File: src/rtl/aoi_sweep_tester.sv
// rtl/aoi_sweep_tester.sv - truth-table sweep tester for a 4-input AND-OR-INVERT cell
// Optional feature macro: AOI_SWEEP_SYNC_EN (two-flop synchronizer on y, HOLD = SETTLE+2).
// The observed table is exported on port truth_table.
module aoi_sweep_tester #(
  parameter int          SETTLE   = 2,
  parameter logic [15:0] EXPECTED = 16'h0777
) (
  input  logic        clk,
  input  logic        rst_n,
  input  logic        start,
  input  logic        y,
  output logic        a,
  output logic        b,
  output logic        c,
  output logic        d,
  output logic        busy,
  output logic        done,
  output logic        pass,
  output logic [15:0] truth_table,
  output logic [4:0]  err_cnt,
  output logic [3:0]  fail_idx
);

  localparam logic [1:0] ST_IDLE = 2'd0;
  localparam logic [1:0] ST_RUN  = 2'd1;
  localparam logic [1:0] ST_FIN  = 2'd2;

`ifdef AOI_SWEEP_SYNC_EN
  localparam logic [4:0] HOLD = 5'(SETTLE) + 5'd2;
`else
  localparam logic [4:0] HOLD = 5'(SETTLE);
`endif

  logic [1:0] state;
  logic [3:0] idx;
  logic [4:0] cnt;
  logic       y_s;

`ifdef AOI_SWEEP_SYNC_EN
  logic y_meta;
  logic y_sync;

  // Two-flop synchronizer for a y that may come from an asynchronous gate
  always_ff @(posedge clk or negedge rst_n) begin
    if (!rst_n) begin
      y_meta <= 1'b0;
      y_sync <= 1'b0;
    end else begin
      y_meta <= y;
      y_sync <= y_meta;
    end
  end

  assign y_s = y_sync;
`else
  assign y_s = y;
`endif

  // idx returns to 0 outside RUN, so the stimulus is all-zero while idle
  assign {a, b, c, d} = idx;
  assign busy = (state != ST_IDLE);
  assign done = (state == ST_FIN);

  // Sweep sequencer: hold each vector HOLD+1 cycles, sample y on the last one
  always_ff @(posedge clk or negedge rst_n) begin
    if (!rst_n) begin
      state       <= ST_IDLE;
      idx         <= 4'd0;
      cnt         <= 5'd0;
      truth_table <= 16'h0000;
      err_cnt     <= 5'd0;
      fail_idx    <= 4'd0;
      pass        <= 1'b0;
    end else begin
      case (state)
        ST_IDLE: begin
          if (start) begin
            state       <= ST_RUN;
            idx         <= 4'd0;
            cnt         <= 5'd0;
            truth_table <= 16'h0000;
            err_cnt     <= 5'd0;
            fail_idx    <= 4'd0;
            pass        <= 1'b0;
          end
        end
        ST_RUN: begin
          if (cnt != HOLD) begin
            cnt <= cnt + 5'd1;
          end else begin
            cnt              <= 5'd0;
            truth_table[idx] <= y_s;
            if (y_s != EXPECTED[idx]) begin
              err_cnt <= err_cnt + 5'd1;
              if (err_cnt == 5'd0) begin
                fail_idx <= idx;
              end
            end
            if (idx == 4'd15) begin
              // pass must already be valid while done is high, so fold in the last vector here
              state <= ST_FIN;
              idx   <= 4'd0;
              pass  <= (err_cnt == 5'd0) && (y_s == EXPECTED[15]);
            end else begin
              idx <= idx + 4'd1;
            end
          end
        end
        ST_FIN: begin
          state <= ST_IDLE;
        end
        default: begin
          state <= ST_IDLE;
        end
      endcase
    end
  end

endmodule
File: config.mk
export PLATFORM = sky130hd
export DESIGN_NAME = aoi_sweep_tester
export DESIGN_NICKNAME = d
export VERILOG_FILES = /design/src/rtl/aoi_sweep_tester.sv
export SDC_FILE = /design/constraint.sdc
export NUM_CORES = 1
export LEC_CHECK = 0
export BUFFER_PORTS_ARGS = -buffer_cell sky130_fd_sc_hd__buf_4
export CORE_MARGIN = 2
export CORE_UTILIZATION = 35
export DETAILED_ROUTE_END_ITERATION = 6
export PLACE_DENSITY = 0.53
export SLEW_MARGIN = 25
export SYNTH_ARGS = -nofsm -noshare
export SYNTH_HDL_FRONTEND = slang
export SYNTH_SLANG_ARGS = --single-unit
File: constraint.sdc
create_clock -name clk -period 2.6 [get_ports clk]
set_input_delay 0.13 -clock clk [delete_from_list [all_inputs] [get_ports clk]]
set_output_delay 0.13 -clock clk [all_outputs]
set_load 0.01 [all_outputs]
Word level (Yosys, flattened, before mapping). Memories as Yosys holds them, arrays and structs flattened. Cells that the tools add are included.

Magnitude comparators: 2. Reduce and logical (&&, ||, !) cells: 12. Bitwise logic cells: 1. Equality and inequality tests: 10. Mux-type cells: 29. $add $sub $neg: 3.

Operators by type and width (count): 2-to-1 mux 16 bit (2); case mux 16 bit (2 select lines) (1); 2-to-1 mux 4 bit (6); 2-to-1 mux 5 bit (4); case mux 5 bit (2 select lines) (2); bitwise mux 16 bit (1); case mux 4 bit (2 select lines) (2); adder 5 x 1 -> 5 bit, second input constant (2); inequality test 2 bit, second input constant (5); AND reduction 4 bit (2); 2-to-1 mux 2 bit (3); AND reduction 3 bit (2); logical NOT 5 bit (1); less-than comparator 4 x 5 -> 1 bit, second input constant (1); 2-to-1 mux 1 bit (5); inequality test 5 x 2 -> 1 bit, second input constant (1); AND reduction 5 bit (1); adder 4 x 1 -> 4 bit, second input constant (1); demux 1 bit (select 4 bit) (1); == test 4 bit, second input constant (1); >= comparator 4 x 1 -> 1 bit, second input constant (1); case mux 2 bit (2 select lines) (1); nonzero test 2 bit (2); == test 2 x 1 -> 1 bit, second input constant (1); other kinds (7) (8).

Input port bits: 4. ROM bits: 16. Memories: 1. Word-level logic and storage cells: 65. Bits in registers: 37. Output and inout bits: 32.

Memory list: (name not given) (words 16, bits a word 1, read ports 1, clocked after memory_dff 0, wr ports 0, line 93) `if (y_s != EXPECTED[idx]) begin`.

Depth between registers and ports, before layout. Gate-level depths: netlist of the first run.

Depth in word-level cells: 7. Gate-level depth with buffers: 7. Mapped depth without buffers: 6.

Worst setup path after synthesis of the first run. No wires, ideal clock.

Path type: register to register. Start point: register idx[1]. End point: register fail_idx[0]. Path slack: 717 ps. Stages on the path, launching flop included: 6. Buffers on the path: 0. Arrival time: 1804 ps. Required time: 2521 ps. Library setup time: 79 ps. Period minus slack after synthesis: 1883 ps. Cells stage by stage: dfrtp_1 -> ha_1 -> a21oi_1 -> mux2i_1 -> nor3b_4 -> mux2i_1.

Cells in the longest elaborated chain, start to end: 5.

RTL lines: start, declared (line 35) `logic [3:0] idx;`; start signal, assigned (line 105) `idx <= idx + 4'd1;`; memory read (16 x 1 bit); 2-to-1 mux 1 bit (implied by the code) (line 93); inequality test 1 bit (line 93); inequality test 2 bit (no source line); AND reduction 5 bit (no source line); end signal, assigned (line 96) `fail_idx <= idx;`; end, declared (line 21) `output logic [3:0] fail_idx`.

Every way passes these cells. The select of a mux whose other input is x is not followed. A chain may end at the register's enable or synchronous reset.

Worst setup path after layout of the first run.
Start point: register cnt[0]. End point: register err_cnt[0].

Cells in the longest elaborated chain, start to end: 3.

RTL lines: start, declared (line 36) `logic [4:0] cnt;`; start signal, assigned (line 89) `cnt <= cnt + 5'd1;`; inequality test 5 x 2 -> 1 bit (line 88) `if (cnt != HOLD) begin`; inequality test 2 bit (no source line); AND reduction 4 bit (no source line); end signal, assigned (line 94) `err_cnt <= err_cnt + 5'd1;`; end, declared (line 20) `output logic [4:0] err_cnt,`.

Every way passes these cells.

==> results of run 1 <==
report_power, final:
group	leakage [nW]	switching [mW]	internal (mW)
sequential	0.476	0.232	0.801
combinational	0.732	0.601	0.563
clock	0.0681	0.224	0.381
flip-flops by register name, indices dropped and copies added (netlist names):
signal / count
truth_table: 16
cnt: 5
err_cnt: 5
fail_idx: 4
idx: 4
state: 2
pass: 1
stage by stage:
step	hold WS, ns	util, %	power (mW)
after floorplan	-0.1656	-	1.718
after global placement	0.1414	42.72	2.209
after detailed placement	0.1365	42.72	2.215
after CTS	0.2335	45.30	2.832
after global routing	0.2505	45.30	3.021
final	0.2369	45.30	2.802
layout by cell type (no fill, tap or decap), drive strengths merged, types with 2 or more instances in the layout:
cell type | synthesis | final
nor2 | 21 | 21
a21oi | 2 | 2
nand3 | 6 | 6
mux2 | 2 | 2
a41o | 2 | 2
o211ai | 4 | 4
ha | 9 | 9
buf | 4 | 40
nand2b | 2 | 2
nor3b | 2 | 2
xor2 | 3 | 3
o2111ai | 11 | 11
bufinv | 0 | 2
nor2b | 4 | 4
clkbuf | 7 | 5
o2bb2ai | 2 | 2
dfrtp | 37 | 37
o21ai | 9 | 9
mux2i | 19 | 19
nor3 | 3 | 3
or4b | 2 | 2
o31ai | 3 | 3
a31oi | 2 | 2
nand2 | 25 | 25
inv | 6 | 6
area by class of cell:
| class | count | area (um2) | share of cell area (%) |
|---|---|---|---|
| Timing Repair Buffer | 41 | 310.3 | 12.29 |
| Tap cell | 72 | 90.09 | 3.568 |
| Multi-Input combinational cell | 146 | 1042 | 41.28 |
| Clock inverter | 3 | 65.06 | 2.577 |
| Clock buffer | 5 | 68.82 | 2.725 |
| Sequential cell | 37 | 925.9 | 36.67 |
| Inverter | 6 | 22.52 | 0.8920 |
layer usage:
metal,up-vias,GRT usage (%)
met2,41,23.67
met5,-,0
li1,792,-
met4,0,3.559
met3,4,3.708
met1,792,23.77
timing repair:
action,4_1_cts,5_1_grt
hold endpoints to repair,37,0
setup buffers,0,0
hold buffers,1,0
endpoints found under the setup margin,0,0
resized for setup,0,0
worst max-delay path: stages (launching register included):
cell and delay, ns:
dfrtp_1 0.42, inv_1 0.07, ha_1 0.15, or4b_4 0.49, a21oi_4 0.31, nand2_2 0.11
mux2_4 0.30
how the worst max path moves through the flow:
stage	start	endpoint	cells past startpoint
2_1_floorplan	idx[1]	fail_idx[0]	5
3_3_place_gp	cnt[0]	err_cnt[0]	6
3_5_place_dp	cnt[0]	err_cnt[0]	6
4_1_cts	cnt[0]	err_cnt[0]	6
5_1_grt	cnt[0]	err_cnt[0]	6
6_report	cnt[0]	err_cnt[0]	6
cells by family (layout without fill, tap and decap cells):
family                   after synthesis  count (layout)
buffers and inverters                 17              55
flip-flops                            37              37
multiplexers                          21              21
adder cells (fa/ha/maj)                9               9
AND/OR/NAND/NOR                       74              74
AO/OA/AOI/OAI                         39              39
XOR/XNOR                               3               3
==> results by group, run 1 <==
Global route
  – Total GRT Usage: 16.04%
  – Vias in the first global route: 1567
  – First-pass GRT wire length: 7.983 mm
  – Initial antenna violation count: 0
  – Overflow after GRT: 0
  – Largest net degree at the start of global routing: 38

Drt
  – Post-route DRC violation count: 0
  – WL met3: 224 um
  – Met2 routed WL: 2.057 mm
  – Routed Antenna Nets: 0
  – Drt total wl: 4.648 mm
  – Top Metal Used: met4
  – Via count: 1629
  – 1st-iter DRT viols: 108
  – Average wire per standard cell: 14.99 um
  – Vias per Instance: 5.255
  – Drt pass-1 iters: 4
  – WL met1: 2.325 mm

Pwr
  – Worst VDD drop: 0.4433 mV
  – Cell Pwr Density: 1110 nW/um2
  – Static leakage: 1.276 nW

Critical path
  – Reg2reg end: err_cnt[0]
  – Crit end category: flop
  – RR Startpoint: cnt[0]
  – CP Data Required Time: 2.78 ns
  – CP Class: reg2reg
  – Setup crit start kind: flop
  – Setup slack, reg-to-reg: 0.63 ns
  – Crit path DAT: 2.15 ns
  – R2R depth: 6
  – Worst Path Max Fanout: 9

Min path
  – Worst min path class: in2reg
  – WHS Endpoint: truth_table[10]
  – Min-delay src: y
  – Depth of the worst hold-timing path: 3

Die
  – Site Rows: 27
  – Die X: 80.29 um
  – Initial Util: 36.54%
  – Core area: 5574 um2
  – I/O pin total: 36
  – Chip height: 80.29 um
  – Die area: 6446 um2

Place
  – Port Buf Inserts: 35
  – Placer Congestion: 0.8313
  – DP Area: 2381 um2
  – Worst slack, placed: 0.6616 ns
  – Detailed placement HPWL: 3.157 mm
  – Inst Count DP: 301

Final layout
  – Share of cells above drive strength 1: 24.79%
  – NumNets Final: 250
  – Final instance area: 2525 um2
  – Non-Filler Instances: 310
  – Filler instances: 572
  – Layout area overhead: 23.96%
  – Diodes inserted: 0

Clock network
  – Worst-Skew Late Latency: 0.30 ns
  – Worst-path clk slew: 0.09 ns
  – CTS root buf: clkbuf_8
  – CTS Buf Count: 5
  – H-tree levels: 2
  – TritonCTS clock tree: yes
  – Clk sinks: 37
  – Clock tree buffer depth: 2

STA
  – Post-route minimum period: 1.967 ns
  – Number of endpoints failing setup at the final stage: 0
  – Max-slew violation count: 0
  – Setup WS post-layout: 0.6334 ns
  – Relative slew slack: 59.35%
  – Fin. Hold Viols: 0
  – Setup_tns: 0 ns
  – Worst-margin pin slew: 0.6085 ns
  – RSZ-0062 raised after global routing: false
  – Post-route clock period utilization: 75.64%
  – Fmax achieved: 508.5 MHz
  – Clock Skew: 0.009953 ns

Synthesis
  – Sequential area share after synthesis: 45.45%
  – Synth warnings: 0
  – Library cells used by synthesis: 43
  – Post-synthesis xor/xnor area fraction: 1.290%
  – Largest family of logic cells by synthesized area: simple AND/OR/NAND/NOR gates
  – Synthesized area per cell: 10.18 um2
  – Synth cell count leaders: dfrtp_1 (37), nand2_1 (23), nor2_1 (21), mux2i_1 (19), o2111ai_1 (11)
  – Cell taking the most area after synthesis: dfrtp_1
  – Synth top area cells: dfrtp_1 (45%), mux2i_1 (9.3%), ha_1 (5.5%), o2111ai_1 (4.7%), nand2_1 (4.2%)
  – Count leader, synth: dfrtp_1
  – Synth Cell Area: 2037 um2
  – Syn Inst Count: 200
  – Post-synth top area share: 45.45%
  – Adder-Cell Fraction of Synth Area: 5.528%
  – Post-synth EDFFs: 0
  – Post-synthesis mux area share: 10.63%
  – Post-synthesis compound-gate area fraction: 14.99%
  – Fraction of registers with async set/reset: 100.0%
  – Syn_nets: 213
  – Simple-Gate Fraction of Synth Area: 18.73%
  – Dominant synthesized flop cell: dfrtp_1
  – Yosys reg bits: 37

Status
  – Status: complete, no violations

Job
  – MaxCap Viol Count: 0
Power figures use the tool's default switching activity.
==> inputs of run 2 (changes only) <==
PLACE_DENSITY = 0.55   (was 0.53)
clock period = 1.6 ns   (was 2.6 ns; I/O delays follow)
==> results by group, run 2 (synthesis gave the netlist of run 1 again) <==
Final layout
  – NumNets Final: 287 (+15%)
  – Largest reg by FF count: truth_table
  – Regs by FF count: truth_table x16, cnt x5, err_cnt x5
  – Commonest non-fill, non-tap cells in the layout: buf_4 (70), dfrtp_1 (35), nand2_1 (22), nor2_1 (21), mux2i_1 (18)
  – Share of cells above drive strength 1: 39.27% (+14 points)
  – Filler instances: 539 (-5.8%)
  – Commonest non-fill, non-tap cell in the layout: buf_4
  – Layout area overhead: 40.54%
  – Max reg flops: 16 (unchanged)
  – Diodes inserted: 0 (unchanged)
  – Reg area: 928.4 um2 (+0.27%)
  – Multi-input gate area: 1100 um2 (+5.5%)

STA
  – Max-slew violation count: 0 (unchanged)
  – Setup WS post-layout: -0.2046 ns (-0.8381 ns)
  – Number of endpoints failing setup at the final stage: 29 (+29)
  – Fin. Hold Viols: 0 (unchanged)
  – Worst-margin pin slew: 0.4751 ns (-0.1334 ns)
  – Fin Hold WS: 0.1829 ns (-0.05397 ns)
  – Relative slew slack: 68.33% (+9.0 points)
  – Fmax achieved: 554.1 MHz (+9.0%)
  – Post-route minimum period: 1.805 ns (-0.1619 ns)
  – Clock Skew: 0.003538 ns (-0.006415 ns)
  – Post-route clock period utilization: 112.8% (+37 points)
  – RSZ-0062 raised after global routing: true

Clock network
  – Worst-path clk slew: 0.07 ns (-0.02 ns)
  – CTS root buf: clkbuf_8
  – Clk sinks: 37 (unchanged)
  – TritonCTS clock tree: yes
  – Worst-Skew Late Latency: 0.29 ns (about the same)
  – CTS Buf Count: 5 (unchanged)
  – Clock tree buffer depth: 2 (unchanged)
  – H-tree levels: 2 (unchanged)

Drt
  – Drt total wl: 4.909 mm (+5.6%)
  – Routed Antenna Nets: 0 (unchanged)
  – Vias per Instance: 5.092 (-3.1%)
  – 1st-iter DRT viols: 102 (-5.6%)
  – Drt pass-1 iters: 4 (unchanged)
  – Average wire per standard cell: 14.15 um (-5.6%)
  – Post-route DRC violation count: 0 (unchanged)
  – Via count: 1767 (+8.5%)

Status
  – Failing checks: setup timing
  – Status: complete, but fails checks

Die
  – I/O pin total: 36 (unchanged)
  – Die area: 6446 um2 (unchanged)
  – Site Rows: 27 (unchanged)
  – Initial Util: 36.54% (unchanged)
  – Die X: 80.29 um (unchanged)
  – Chip height: 80.29 um (unchanged)
  – Core area: 5574 um2 (unchanged)

Place
  – Worst slack, placed: -0.1925 ns (-0.8542 ns)
  – Detailed placement HPWL: 3.524 mm (+12%)
  – Placer Congestion: 0.7951 (-4.4%)
  – Port Buf Inserts: 35 (unchanged)

Critical path
  – R2R depth: 8 (+2)
  – Worst Path Max Fanout: 4 (-5)
  – Crit end category: flop
  – CP Class: reg2reg
  – CP Data Required Time: 1.79 ns (-0.99 ns)
  – Setup crit start kind: flop
  – Crit path DAT: 1.99 ns (-0.16 ns)

Min path
  – Depth of the worst hold-timing path: 3 (unchanged)
  – Worst min path class: in2reg

Job
  – MaxCap Viol Count: 0 (unchanged)

Pwr
  – Cell Pwr Density: 1715 nW/um2 (+55%)
  – Worst VDD drop: 0.8247 mV (+86%)
  – Static leakage: 1.449 nW (+14%)
  – Final total power: 4.910 mW (+75%)

Global route
  – First-pass GRT wire length: 8.321 mm (+4.2%)
  – Initial antenna violation count: 0 (unchanged)
  – Overflow after GRT: 0 (unchanged)
  – Total GRT Usage: 16.77% (+0.73 points)
  – Largest net degree at the start of global routing: 38 (unchanged)
  – Vias in the first global route: 1722 (+9.9%)
run 2: worst max-delay path: stages, from the launching register on:
cell and delay [ns]:
dfrtp_1 0.38, inv_1 0.06, ha_2 0.15, or4b_4 0.48
buf_4 0.16, buf_6 0.12, nand2_8 0.07, a31oi_2 0.07
a41o_1 0.21
run 2: power by group:
| part | total, mW | switching (mW) | leakage [nW] | internal [mW] |
|---|---|---|---|---|
| Clock | 0.688 | 0.337 | 0.0455 | 0.352 |
| Sequential | 1.54 | 0.237 | 0.474 | 1.31 |
| Combinational | 2.68 | 1.29 | 0.930 | 1.39 |
| Total | 4.91 | 1.86 | 1.45 | 3.05 |
run 2: per-stage QoR:
step | cells | setup TNS (ns) | instance area, um2 | utilization (%)
2_1_floorplan | 200 | -2.000 | 2049 | -
4_1_cts | 346 | -3.468 | 2819 | 50.57
3_5_place_dp | 331 | -2.643 | 2644 | 47.43
5_1_grt | 347 | -7.020 | 2863 | 51.36
3_3_place_gp | 331 | -1.916 | 2644 | 47.43
6_report | 347 | -2.957 | 2863 | 51.36
run 2: final cells by class:
cell class	instances	share of cell area, %
multi-input cells	146	38.42
flip-flops and latches	37	32.43
repair buffers	78	22.07
clock buffers	8	3.147
well taps	72	3.147
inverters	6	0.7867
run 2: final timing paths:
path,startpoint,to,slack [ns]
min in group asynchronous,rst_n,fail_idx[3],0.28
max,cnt[0],err_cnt[4],-0.20
min,y,truth_table[10],0.18
max reg2reg,cnt[0],err_cnt[4],-0.20
min reg2reg,truth_table[15],truth_table[15],0.51
max in group asynchronous,rst_n,idx[1],0.96
run 2: layer usage:
layer  GRT usage, %  wire length (um)  up-vias
met3          3.146               188        8
met1          22.61              2371      849
li1               -                 -      874
met4          6.610                89        0
met2          26.50              2259       36
met5              0                 0        -
run 2: what timing repair did:
action                                 4_1_cts  5_1_grt
pin swaps                                    4        2
buffers inserted                             6        1
endpoints found under the hold margin       37        0
gates resized for setup                     11        8
setup endpoints to repair                   33       37
hold buffers                                 1        0
==> inputs of run 3 (changes only) <==
TNS_END_PERCENT = 30   (was default)
==> results by group, run 3 (synthesis gave the netlist of run 1 again) <==
STA
  – Fmax achieved: 549.2 MHz (-0.89%)
  – Clock Skew: 0.008626 ns (+0.005088 ns)
  – Setup WS post-layout: -0.2208 ns (-0.01614 ns)
  – Fin Hold WS: 0.1868 ns (+0.003885 ns)
  – Relative slew slack: 67.72% (-0.60 points)
  – Post-route clock period utilization: 113.8% (+1.0 points)
  – Fin. Hold Viols: 0 (unchanged)
  – RSZ-0062 raised after global routing: true
  – Setup_tns: -2.325 ns (+0.6321 ns)
  – Post-route minimum period: 1.821 ns (+0.01614 ns)
  – Worst-margin pin slew: 0.4842 ns (+0.009060 ns)
  – Max-slew violation count: 0 (unchanged)
  – Number of endpoints failing setup at the final stage: 30 (+3.4%)

Critical path
  – Slowest cell on the critical path: or4b_4
  – Setup crit start kind: flop
  – Setup slack, reg-to-reg: -0.22 ns (-0.02 ns)
  – Crit path DAT: 2.00 ns (about the same)
  – Reg2reg end: pass
  – CP Data Required Time: 1.78 ns (about the same)
  – Worst path cell trace: inv_1 > ha_2 > or4b_4 > a21oi_4 > nand2_2 > mux2_4
  – Worst Setup EP: pass
  – RR Startpoint: cnt[0]
  – Crit path largest cell delay: 0.48 ns (about the same)
  – Crit end category: flop
  – CP Class: reg2reg
  – R2R depth: 6 (-2)
  – Crit. Startpoint: cnt[0]
  – Worst Path Max Fanout: 6 (+2)

Global route
  – Largest net degree at the start of global routing: 38 (unchanged)
  – Overflow after GRT: 0 (unchanged)
  – Vias in the first global route: 1695 (-1.6%)
  – First-pass GRT wire length: 8.114 mm (-2.5%)
  – Initial antenna violation count: 0 (unchanged)
  – Total GRT Usage: 16.65% (-0.12 points)

Die
  – Core area: 5574 um2 (unchanged)
  – Chip height: 80.29 um (unchanged)
  – Initial Util: 36.54% (unchanged)
  – Site Rows: 27 (unchanged)
  – Die X: 80.29 um (unchanged)
  – Die area: 6446 um2 (unchanged)
  – I/O pin total: 36 (unchanged)

Place
  – Worst slack, placed: -0.2880 ns (-0.09542 ns)
  – Inst Count DP: 331 (unchanged)
  – Detailed placement HPWL: 3.565 mm (+1.2%)
  – Placer Congestion: 0.7984 (+0.42%)
  – Port Buf Inserts: 35 (unchanged)

Drt
  – Drt total wl: 4.905 mm (about the same)
  – Via count: 1771 (+0.23%)
  – WL met1: 2.329 mm (-1.8%)
  – Vias per Instance: 5.118 (+0.52%)
  – Post-route DRC violation count: 0 (unchanged)
  – Met2 routed WL: 2.295 mm (+1.6%)
  – Average wire per standard cell: 14.18 um (+0.21%)
  – Top Metal Used: met4
  – Drt pass-1 iters: 4 (unchanged)
  – WL met3: 247 um (+31%)
  – 1st-iter DRT viols: 83 (-19%)
  – Routed Antenna Nets: 0 (unchanged)

Clock network
  – CTS root buf: clkbuf_8
  – H-tree levels: 2 (unchanged)
  – TritonCTS clock tree: yes
  – Clk sinks: 37 (unchanged)
  – CTS Buf Count: 5 (unchanged)
  – Worst-Skew Late Latency: 0.29 ns (about the same)
  – Clock tree buffer depth: 2 (unchanged)
  – Worst-path clk slew: 0.08 ns (about the same)

Final layout
  – Max reg flops: 16 (unchanged)
  – Commonest non-fill, non-tap cells in the layout: buf_4 (73), dfrtp_1 (35), nand2_1 (22), nor2_1 (21), mux2i_1 (18)
  – Reg area: 928.4 um2 (unchanged)
  – NumNets Final: 286 (-0.35%)
  – Layout area overhead: 39.68%
  – Filler instances: 512 (-5.0%)
  – Commonest non-fill, non-tap cell in the layout: buf_4
  – Largest reg by FF count: truth_table
  – Regs by FF count: truth_table x16, cnt x5, err_cnt x5
  – Diodes inserted: 0 (unchanged)
  – Non-Filler Instances: 346 (-0.29%)
  – Share of cells above drive strength 1: 40.15% (+0.87 points)
  – Multi-input gate area: 1111 um2 (+1.0%)

Pwr
  – Cell Pwr Density: 1750 nW/um2 (+2.0%)
  – Static leakage: 1.447 nW (-0.16%)
  – Worst VDD drop: 0.6701 mV (-19%)

Status
  – Status: complete, but fails checks
  – Failing checks: setup timing

Min path
  – Min-delay src: y
  – Worst min path class: in2reg

Job
  – MaxCap Viol Count: 0 (unchanged)
## run 3: cell count changes in the layout (fill, tap and decap cells not counted), moves of 2 or more
cell / delta
buf_12: -2
o21ai_2: +2
o21ai_0: -3
buf_6: -2
buf_4: +3
clkbuf_1: -2
## run 3: timing repair
| item | in CTS | in global routing |
|---|---|---|
| buffers inserted | 5 | 2 |
| hold buffers | 1 | 0 |
| setup endpoints to repair | 36 | 37 |
| pin swaps | 4 | 8 |
| resized for setup | 6 | 15 |
| hold endpoints to repair | 37 | 0 |
| gates cloned | 0 | 0 |
## run 3: worst min-delay path by stage
stage	to	slack, ns	cells past startpoint
4_1_cts	truth_table[6]	0.18	3
3_3_place_gp	fail_idx[3]	0.08	1
3_5_place_dp	fail_idx[1]	0.08	1
2_1_floorplan	cnt[0]	-0.22	0
6_report	truth_table[10]	0.19	3
5_1_grt	truth_table[1]	0.19	3
## run 3: layer usage
metal	track usage, %	vias up
met3	4.382	2
li1	-	867
met4	4.576	0
met2	26.08	42
met5	0	-
met1	22.69	860
## run 3: worst max-delay path, delay by kind of cell, from the launching register on
kind | cells | cell delay, ns
AOI/OAI and AO/OA | 1 | 0.23
adders and majority gates | 1 | 0.16
buffers and inverters | 1 | 0.06
DFF | 1 | 0.38
muxes | 1 | 0.30
and+or+nand+nor | 2 | 0.58
## run 3: layout make-up
type	count	share of cell area (%)
well taps	72	3.166
clock buffers	7	3.386
multi-input cells	146	39.05
repair buffers	77	20.80
flip-flops and latches	37	32.63
inverters	6	0.7916
clock inverters	1	0.1759
## run 3: power breakdown
part           switching [mW]  internal, mW
sequential              0.225          1.31
clock                   0.329         0.389
combinational            1.32          1.41
total                    1.87          3.11
## run 3: metrics by stage
step	instance area [um2]	power, mW	utilization, %
detailed placement	2619	4.018	46.98
floorplan	2049	2.816	-
CTS	2783	4.894	49.92
finish	2845	4.979	51.04
global placement	2619	3.977	46.98
global route	2845	5.376	51.04
